File: src/rtl/cpu_types_pkg.sv
// Shared CPU datapath types: register/word types, ALU opcodes and the ID/EX payload.
package cpu_types_pkg;

    localparam int unsigned WORD_W  = 32;
    localparam int unsigned REG_W   = 5;
    localparam int unsigned ALUOP_W = 4;

    typedef logic [REG_W-1:0]  regbits_t;
    typedef logic [WORD_W-1:0] word_t;

    typedef enum logic [ALUOP_W-1:0] {
        ALU_SLL  = 4'd0,
        ALU_SRL  = 4'd1,
        ALU_ADD  = 4'd2,
        ALU_SUB  = 4'd3,
        ALU_AND  = 4'd4,
        ALU_OR   = 4'd5,
        ALU_XOR  = 4'd6,
        ALU_NOR  = 4'd7,
        ALU_SLT  = 4'd8,
        ALU_SLTU = 4'd9
    } aluop_t;

    // Everything the ID/EX register carries into EX.
    typedef struct packed {
        logic     valid;
        regbits_t rs;
        regbits_t rt;
        regbits_t wsel;
        logic     reg_write;
        logic     mem_read;
        logic     mem_write;
        logic     mem_to_reg;
        logic     alu_src;
        logic     halt;
        aluop_t   aluop;
        word_t    rdat1;
        word_t    rdat2;
        word_t    imm;
        word_t    pc4;
    } idex_t;

    // Reset and bubble share this single all-zero encoding.
    localparam idex_t IDEX_BUBBLE = '0;

endpackage

File: src/rtl/load_use_detect.sv
// Combinational load-use hazard detection between the EX-stage load and the ID instruction.
module load_use_detect
    import cpu_types_pkg::*;
(
    input  logic     ex_valid,
    input  logic     ex_mem_read,
    input  regbits_t ex_wsel,
    input  logic     id_valid,
    input  regbits_t rs,
    input  regbits_t rt,
    input  logic     uses_rt,
    input  logic     flush,
    output logic     load_use_c,
    output logic     stall_c
);

    logic rs_hit;
    logic rt_hit;

    assign rs_hit = (ex_wsel == rs);
    assign rt_hit = uses_rt && (ex_wsel == rt);

    // A load targeting $0 never produces a dependency.
    assign load_use_c = ex_valid && ex_mem_read && (ex_wsel != '0) && id_valid
                        && (rs_hit || rt_hit);

    // A flushed ID instruction is discarded upstream, so it must not hold the front end.
    assign stall_c = load_use_c && !flush;

endmodule

File: src/rtl/idex_stage.sv
// ID/EX pipeline register with load-use bubble insertion and flush handling.
// Optional saturating stall/bubble counters are built when IDEX_PERF_CNT_EN is defined.
module idex_stage
    import cpu_types_pkg::*;
#(
    parameter int unsigned CNT_W = 16
) (
    input  logic     CLK,
    input  logic     nRST,
    input  logic     en,
    input  logic     flush,
    input  logic     id_valid,
    input  regbits_t rs_in,
    input  regbits_t rt_in,
    input  logic     uses_rt_in,
    input  regbits_t wsel_in,
    input  logic     RegWrite_in,
    input  logic     MemRead_in,
    input  logic     MemWrite_in,
    input  logic     MemToReg_in,
    input  logic     ALUSrc_in,
    input  logic     halt_in,
    input  aluop_t   aluop_in,
    input  word_t    rdat1_in,
    input  word_t    rdat2_in,
    input  word_t    imm_in,
    input  word_t    pc4_in,
    output regbits_t rs_out_2,
    output regbits_t rt_out_2,
    output regbits_t wsel_out_2,
    output logic     RegWrite_out_2,
    output logic     MemRead_out_2,
    output logic     MemWrite_out_2,
    output logic     MemToReg_out_2,
    output logic     ALUSrc_out_2,
    output logic     halt_out_2,
    output aluop_t   aluop_out_2,
    output word_t    rdat1_out_2,
    output word_t    rdat2_out_2,
    output word_t    imm_out_2,
    output word_t    pc4_out_2,
    output logic     valid_out_2,
    output logic     stall_id
`ifdef IDEX_PERF_CNT_EN
    ,
    output logic [CNT_W-1:0] stall_cnt,
    output logic [CNT_W-1:0] bubble_cnt
`endif
);

    idex_t q;
    idex_t d;
    logic  load_use;
    logic  stall_c;
    logic  bubble;

    load_use_detect u_load_use_detect (
        .ex_valid    (q.valid),
        .ex_mem_read (q.mem_read),
        .ex_wsel     (q.wsel),
        .id_valid    (id_valid),
        .rs          (rs_in),
        .rt          (rt_in),
        .uses_rt     (uses_rt_in),
        .flush       (flush),
        .load_use_c  (load_use),
        .stall_c     (stall_c)
    );

    assign stall_id = stall_c;
    assign bubble   = flush || load_use;

    // Next-state: hold when stalled by en, bubble on flush/load-use, else capture ID.
    always_comb begin
        d = q;
        if (en) begin
            if (bubble) begin
                d = IDEX_BUBBLE;
            end else begin
                d.valid      = id_valid;
                d.rs         = rs_in;
                d.rt         = rt_in;
                d.wsel       = wsel_in;
                d.reg_write  = RegWrite_in && id_valid;
                d.mem_read   = MemRead_in  && id_valid;
                d.mem_write  = MemWrite_in && id_valid;
                d.mem_to_reg = MemToReg_in && id_valid;
                d.alu_src    = ALUSrc_in   && id_valid;
                d.halt       = halt_in     && id_valid;
                d.aluop      = aluop_in;
                d.rdat1      = rdat1_in;
                d.rdat2      = rdat2_in;
                d.imm        = imm_in;
                d.pc4        = pc4_in;
            end
        end
    end

    always_ff @(posedge CLK or negedge nRST) begin
        if (!nRST) begin
            q <= IDEX_BUBBLE;
        end else begin
            q <= d;
        end
    end

    assign rs_out_2       = q.rs;
    assign rt_out_2       = q.rt;
    assign wsel_out_2     = q.wsel;
    assign RegWrite_out_2 = q.reg_write;
    assign MemRead_out_2  = q.mem_read;
    assign MemWrite_out_2 = q.mem_write;
    assign MemToReg_out_2 = q.mem_to_reg;
    assign ALUSrc_out_2   = q.alu_src;
    assign halt_out_2     = q.halt;
    assign aluop_out_2    = q.aluop;
    assign rdat1_out_2    = q.rdat1;
    assign rdat2_out_2    = q.rdat2;
    assign imm_out_2      = q.imm;
    assign pc4_out_2      = q.pc4;
    assign valid_out_2    = q.valid;

`ifdef IDEX_PERF_CNT_EN
    localparam logic [CNT_W-1:0] CNT_MAX = '1;

    // Saturating event counters, advanced only on cycles the pipeline moves.
    always_ff @(posedge CLK or negedge nRST) begin
        if (!nRST) begin
            stall_cnt  <= '0;
            bubble_cnt <= '0;
        end else if (en) begin
            if (stall_c && (stall_cnt != CNT_MAX)) begin
                stall_cnt <= stall_cnt + CNT_W'(1);
            end
            if (bubble && (bubble_cnt != CNT_MAX)) begin
                bubble_cnt <= bubble_cnt + CNT_W'(1);
            end
        end
    end
`else
    logic unused_cnt_w;
    assign unused_cnt_w = ^CNT_W;
`endif

endmodule

File: config.mk
export PLATFORM = sky130hd
export DESIGN_NAME = idex_stage
export DESIGN_NICKNAME = d
export VERILOG_FILES = /design/src/rtl/cpu_types_pkg.sv /design/src/rtl/load_use_detect.sv /design/src/rtl/idex_stage.sv
export SDC_FILE = /design/constraint.sdc
export NUM_CORES = 1
export LEC_CHECK = 0
export CORE_AREA = 2 2 133 135
export CTS_CLUSTER_SIZE = 12
export DETAILED_ROUTE_END_ITERATION = 10
export DIE_AREA = 0 0 135 137
export GPL_TIMING_DRIVEN = 0
export PLACE_DENSITY = 0.9
export SYNTH_ARGS = -nofsm -noshare
export SYNTH_HDL_FRONTEND = slang
export SYNTH_SLANG_ARGS = --single-unit
export TNS_END_PERCENT = 30
File: constraint.sdc
create_clock -name CLK -period 2 [get_ports CLK]
set_input_delay 0.4 -clock CLK [delete_from_list [all_inputs] [get_ports CLK]]
set_output_delay 0.4 -clock CLK [all_outputs]
set_load 0.02 [all_outputs]
==> run summary, run 1 <==
### CTS
* TritonCTS buffer count: 17
* TritonCTS clock tree: done
* Clk Tree Root Cell: sky130_fd_sc_hd__clkbuf_16
* clock transition time at the flip-flop clock pins of the worst setup and hold paths: 0.06 ns
* # H-tree levels: 4
* total number of clock tree sinks: 154
* clock insertion delay at the later pin of the skew report: 0.42 ns
* maximum buffer depth of the clock tree: 2

### STA
* maximum achievable frequency: 423 MHz
* Final Cycle Share: 118%
* unrepaired setup endpoints after global routing: true
* shortest period the worst path allows: 2.37 ns
* Fin Clk Skew: 0.0104 ns
* Pins Over Slew Limit: 0
* pin slew with the least headroom to its limit: 0.669 ns
* least setup slack across all paths after layout: -0.366 ns
* Sum Neg Setup Slack: -0.376 ns
* Hold Slack: -0.0208 ns
* worst slew margin relative to its limit: 55.4%
* Finish-stage setup viols: 2
* Hold Vio Cnt, Final: 8

### Detailed routing
* met3 WL post-DR: 2940 um
* routed wirelength normalized by instance count: 20.4 um
* number of optimization iterations in the first detailed-route pass: 6
* via count of the routed design: 7754
* wire length on met2: 12900 um
* post-detailed-route via-to-cell ratio: 5.95
* 1st-iter DRT viols: 660
* DR top layer: met5
* post-route DRC violation count: 0
* Antenna Nets Post-Route: 0
* wirelength, routed: 26700 um
* sum of routed wire segments on met1: 10000 um

### Placement
* Placed Instances: 1261
* buffers added on ports: 313
* detailed placement HPWL: 18800 um
* final weighted congestion in routability-driven placement: 0.822
* Cell Area, Placed: 0.0107 mm^2

### Die
* floorplan die area: 0.0185 mm^2
* vertical die dimension: 137 um
* number of ports placed on the die boundary: 314
* area inside the core boundary: 0.0171 mm^2
* Initial Utilization: 42.3%
* DIE WIDTH: 135 um
* number of placement rows: 48

### Power and ir drop
* Worst IR Drop VDD: 0.000550 V
* standby leakage power: 4.56 nW
* power density of the placed cells: 849 mW/mm^2
* post-layout total power: 9.76 mW

### Logic synthesis
* post-synthesis register bit count: 154
* async set-or-reset flop fraction in the synthesized netlist: 100%
* number of different library cells in the post-synthesis netlist: 22
* Mean Syn Cell Area: 9.98 um^2
* gate count of the mapped netlist: 722
* share of the yosys chip area belonging to registers: 53.5%
* yosys warns: 0
* Primary FF master, synth: sky130_fd_sc_hd__dfrtp_1
* Syn Std Cell Area: 0.00721 mm^2
* number of enable flip-flop cells after synthesis: 0
* syn nets: 881

### Worst hold path
* Tightest Hold Check Type: in2async

### Finish
* Fillers: 1323
* number of antenna repair diodes: 0
* number of non-filler instances in the completed layout: 1304
* most used cells in the layout excluding fill and tap cells: sky130_fd_sc_hd__clkdlybuf4s50_1, sky130_fd_sc_hd__nand2_1, sky130_fd_sc_hd__a32oi_1
* Area Overhead vs Synth: 59.4%
* fraction of final layout cells with drive strength greater than 1: 12.3%
* post-route cell area: 0.0115 mm^2
* final-stage net count: 1225
* most common cell after layout, fill and taps aside: sky130_fd_sc_hd__clkdlybuf4s50_1

### Worst setup path
* required time at the worst-slack endpoint: 1.60 ns
* Crit Path Category: reg2out
* CP max FO: 5
* category of the worst setup path launch point: register
* CP Capture Type: output pin
* arrival time reported for the critical path endpoint: 1.97 ns

### Run status
* outcome: complete, but fails checks
* violated checks: hold timing, setup timing

### GRT
* total track usage: 28.2%
* vias in the first global route: 7676
* largest net degree at the start of global routing: 86
* overall overflow remaining after global route: 0
* antenna violations before repair: 1
* global-route wire length before repair: 40900 um

### Run
* max-cap violation count: 0

[final timing paths]
check / endpoint / depth (start not counted) / start / slack [ns]
worst max-delay path: stall_id / 6 / wsel_out_2[2] / -0.37
worst min register to register: imm_out_2[19] / 2 / imm_out_2[19] / 0.49
worst min-delay path: imm_out_2[10] / 1 / nRST / -0.02
min in group CLK: imm_out_2[19] / 2 / imm_out_2[19] / 0.49
max in group asynchronous: wsel_out_2[0] / 2 / nRST / 1.14
worst max register to register: pc4_out_2[19] / 7 / wsel_out_2[4] / -0.01
[layout make-up]
class | count | area, um^2 | area share [%]
timing repair buffer | 326 | 3270 | 28.4
sequential | 154 | 3860 | 33.6
buffer | 83 | 556 | 4.83
clock buffer | 23 | 488 | 4.25
inverter | 1 | 3.75 | 0.0327
multi-input combinational | 483 | 2930 | 25.5
tap | 225 | 282 | 2.45
clock inverter | 9 | 111 | 0.969
[cell usage after synthesis (7+ instances only)]
master / instances / area share [%]
sky130_fd_sc_hd__o21ai_0: 142 / 9.9
sky130_fd_sc_hd__buf_2: 25 / 1.7
sky130_fd_sc_hd__o21ai_1: 12 / 0.83
sky130_fd_sc_hd__clkbuf_8: 10 / 1.9
sky130_fd_sc_hd__clkbuf_1: 41 / 2.1
sky130_fd_sc_hd__nand2_1: 156 / 8.1
sky130_fd_sc_hd__xnor2_1: 10 / 1.2
sky130_fd_sc_hd__buf_6: 7 / 1.1
sky130_fd_sc_hd__a32oi_1: 153 / 19
sky130_fd_sc_hd__dfrtp_1: 154 / 53
[registers in the layout (all words and copies together) (netlist names)]
register,cells
rdat2_out_2,32
pc4_out_2,32
wsel_out_2,5
MemRead_out_2,1
rdat1_out_2,32
rt_out_2,5
MemWrite_out_2,1
aluop_out_2,4
RegWrite_out_2,1
halt_out_2,1
MemToReg_out_2,1
imm_out_2,32
rs_out_2,5
ALUSrc_out_2,1
valid_out_2,1
[timing repair]
| action | in CTS | in global routing |
|---|---|---|
| buffers inserted | 10 | 2 |
| gates cloned | 0 | 0 |
| gates resized for setup | 34 | 43 |
| pin swaps | 3 | 6 |
| endpoints found under the setup margin | 151 | 147 |
| hold buffers | 0 | 0 |
[worst max-delay path: stages (launching register included)]
cell,delay [ns]
sky130_fd_sc_hd__dfrtp_1,0.49
sky130_fd_sc_hd__xnor2_1,0.24
sky130_fd_sc_hd__nand4_1,0.13
sky130_fd_sc_hd__o22ai_2,0.19
sky130_fd_sc_hd__clkbuf_8,0.17
sky130_fd_sc_hd__nor3b_4,0.19
sky130_fd_sc_hd__buf_6,0.14
[metrics by stage]
stage / util (%) / setup WS, ns
final: 67.4 / -0.366
after global routing: 67.4 / -0.411
after CTS: 66.8 / -0.398
after detailed placement: 62.5 / -1.24
after global placement: 62.3 / -5.75
after floorplan: - / 0.00164
[cells by family (layout without fill, tap and decap cells)]
kind of cell	after synthesis	after routing	share of synthesized area [%]
buffers and inverters	85	442	6.98
and+or+nand+nor	163	163	8.75
xor gates and xnor gates	10	10	1.22
AOI/OAI and AO/OA	310	310	29.6
DFF	154	154	53.5
[report_power, final]
group / switching, mW / internal (mW) / total [mW]
Combinational: 1.40 / 1.32 / 2.72
Clock: 1.29 / 1.98 / 3.27
Sequential: 0.267 / 3.51 / 3.78
Total: 2.95 / 6.81 / 9.76
[layer usage]
metal,global-route usage (%),vias up
li1,-,3437
met5,0,-
met1,34.2,3773
met2,47.0,479
met3,9.63,63
met4,10.2,2
Note: power is estimated with default switching activity, not from simulation.
==> run 2: changes to the inputs <==
- CAP_MARGIN: unset -> 25
- GPL_TIMING_DRIVEN: 0 -> unset
- PLACE_DENSITY: 0.9 -> 0.83
==> run summary, run 2 (synthesis results as in run 1) <==
### Worst setup path
* category of the worst setup path launch point: register
* arrival time reported for the critical path endpoint: 1.78 ns
* source of the worst register-to-register timing path: wsel_out_2[3]
* endpoint of the lowest-slack register-to-register path: rdat1_out_2[15]
* required time at the worst-slack endpoint: 1.60 ns
* setup slack of the most critical reg-to-reg path: 0.07 ns
* CP max FO: 2
* CP Capture Type: output pin
* Crit Path Category: reg2out
* number of cell instances on the worst register-to-register path: 6

### Die
* floorplan die area: 0.0185 mm^2
* DIE WIDTH: 135 um
* vertical die dimension: 137 um
* Initial Utilization: 42.3%
* number of placement rows: 48
* area inside the core boundary: 0.0171 mm^2
* number of ports placed on the die boundary: 314

### Detailed routing
* wirelength, routed: 24400 um
* 1st-iter DRT viols: 362
* Antenna Nets Post-Route: 0
* post-detailed-route via-to-cell ratio: 5.84
* sum of routed wire segments on met1: 9450 um
* number of optimization iterations in the first detailed-route pass: 5
* post-route DRC violation count: 0
* routed wirelength normalized by instance count: 19.3 um
* via count of the routed design: 7376
* met3 WL post-DR: 2390 um
* DR top layer: met4
* wire length on met2: 11700 um

### Finish
* most common cell after layout, fill and taps aside: sky130_fd_sc_hd__clkdlybuf4s50_1
* final-stage net count: 1185
* number of non-filler instances in the completed layout: 1264
* Fillers: 1306
* sequential standard cell area: 0.00385 mm^2
* multi-input logic area: 0.00293 mm^2
* number of antenna repair diodes: 0
* post-route cell area: 0.0116 mm^2
* Area Overhead vs Synth: 60.3%
* most used cells in the layout excluding fill and tap cells: sky130_fd_sc_hd__clkdlybuf4s50_1, sky130_fd_sc_hd__nand2_1, sky130_fd_sc_hd__dfrtp_1
* fraction of final layout cells with drive strength greater than 1: 9.43%

### STA
* worst slew margin relative to its limit: 66.2%
* Fin Clk Skew: 0.00960 ns
* Hold Vio Cnt, Final: 0
* least setup slack across all paths after layout: -0.182 ns
* Finish-stage setup viols: 1
* pin slew with the least headroom to its limit: 0.506 ns
* Pins Over Slew Limit: 0
* shortest period the worst path allows: 2.18 ns
* maximum achievable frequency: 458 MHz
* Final Cycle Share: 109%
* unrepaired setup endpoints after global routing: true
* Sum Neg Setup Slack: -0.182 ns

### Run
* max-cap violation count: 0

### GRT
* antenna violations before repair: 0
* largest net degree at the start of global routing: 78
* total track usage: 25.9%
* overall overflow remaining after global route: 0
* vias in the first global route: 7263
* global-route wire length before repair: 38100 um

### Power and ir drop
* standby leakage power: 4.47 nW
* power density of the placed cells: 859 mW/mm^2
* Worst IR Drop VDD: 0.000559 V

### CTS
* TritonCTS buffer count: 17
* clock insertion delay at the later pin of the skew report: 0.41 ns
* # H-tree levels: 4
* total number of clock tree sinks: 154
* TritonCTS clock tree: done
* maximum buffer depth of the clock tree: 2
* Clk Tree Root Cell: sky130_fd_sc_hd__clkbuf_16
* clock transition time at the flip-flop clock pins of the worst setup and hold paths: 0.07 ns

### Placement
* DP Worst Slack: -0.646 ns
* final weighted congestion in routability-driven placement: 0.892
* buffers added on ports: 313
* detailed placement HPWL: 16000 um
* Cell Area, Placed: 0.0107 mm^2
* Placed Instances: 1226

### Worst hold path
* worst hold path cell count: 2
* Min-Delay Startpoint: rdat2_out_2[28]
* Tightest Hold Check Type: reg2reg
* worst-case hold path end point: rdat2_out_2[28]

### Run status
* outcome: complete, but fails checks
* violated checks: setup timing

==> run 2: changes by cell type in the layout (fill, tap and decap cells not counted), moves of 2 or more <==
cell | before | now
sky130_fd_sc_hd__dlymetal6s2s_1 | 2 | 0
sky130_fd_sc_hd__buf_16 | 1 | 3
sky130_fd_sc_hd__clkbuf_8 | 14 | 0
sky130_fd_sc_hd__clkbuf_1 | 10 | 2
sky130_fd_sc_hd__dfrtp_2 | 3 | 0
sky130_fd_sc_hd__buf_4 | 9 | 31
sky130_fd_sc_hd__buf_2 | 25 | 0
sky130_fd_sc_hd__clkbuf_2 | 31 | 0
sky130_fd_sc_hd__bufinv_16 | 2 | 4
sky130_fd_sc_hd__dlygate4sd2_1 | 1 | 4
sky130_fd_sc_hd__buf_6 | 12 | 4
sky130_fd_sc_hd__dfrtp_1 | 151 | 154
sky130_fd_sc_hd__buf_12 | 0 | 17
==> run 2: per-stage QoR <==
| stage | hold slack, ns | utilization [%] | power [mW] |
|---|---|---|---|
| 6_report | 0.495 | 67.7 | 9.92 |
| 5_1_grt | 0.519 | 67.7 | 10.3 |
| 4_1_cts | 0.497 | 67.5 | 9.97 |
| 3_5_place_dp | 0.394 | 63.0 | 6.46 |
| 3_3_place_gp | 0.394 | 63.0 | 6.40 |
| 2_1_floorplan | 0.104 | - | 4.90 |
==> run 2: area by class of cell <==
cell class,count,share of cell area (%)
Timing Repair Buffer,369,33.4
Sequential cell,154,33.4
Multi-Input combinational cell,483,25.3
Clock buffer,19,3.75
Tap cell,225,2.44
Clock inverter,13,1.66
Inverter,1,0.0542
==> run 2: critical path: stages, from the launching register on <==
cell	delay (ns)
sky130_fd_sc_hd__dfrtp_1	0.38
sky130_fd_sc_hd__or4_1	0.57
sky130_fd_sc_hd__o21ai_4	0.19
sky130_fd_sc_hd__nor3b_2	0.07
sky130_fd_sc_hd__buf_4	0.16
==> run 2: worst max-delay path by stage <==
stage	start	end	cells after the start
3_3_place_gp	rs_in[1]	stall_id	6
4_1_cts	wsel_out_2[0]	stall_id	6
5_1_grt	wsel_out_2[0]	stall_id	6
6_report	wsel_out_2[3]	stall_id	4
3_5_place_dp	rs_in[4]	stall_id	6
2_1_floorplan	wsel_out_2[3]	stall_id	5
==> run 2: layer usage <==
metal | GRT usage [%] | up-vias
li1 | - | 3364
met5 | 0 | -
met1 | 31.6 | 3586
met4 | 11.4 | 0
met3 | 9.44 | 59
met2 | 41.2 | 367
==> run 2: power by group <==
group / leakage (nW) / total (mW) / switching [mW] / internal, mW
registers: 1.90 / 3.75 / 0.244 / 3.51
clock network: 0.295 / 3.45 / 1.35 / 2.11
logic: 2.27 / 2.72 / 1.37 / 1.35
total: 4.47 / 9.92 / 2.96 / 6.96
==> run 2: timing repair <==
action                     4_1_cts  5_1_grt
setup endpoints to repair      146      140
buffers inserted                 3        0
hold endpoints to repair        45        0
gates cloned                     1        1
gates resized for setup         26        5
pin swaps                        6        1
hold buffers                     1        0
==> run 3: changes to the inputs <==
- CTS_CLUSTER_DIAMETER: unset -> 80
==> results of run 3 <==
The final DEF is identical to that of run 2; final timing and power are the same.
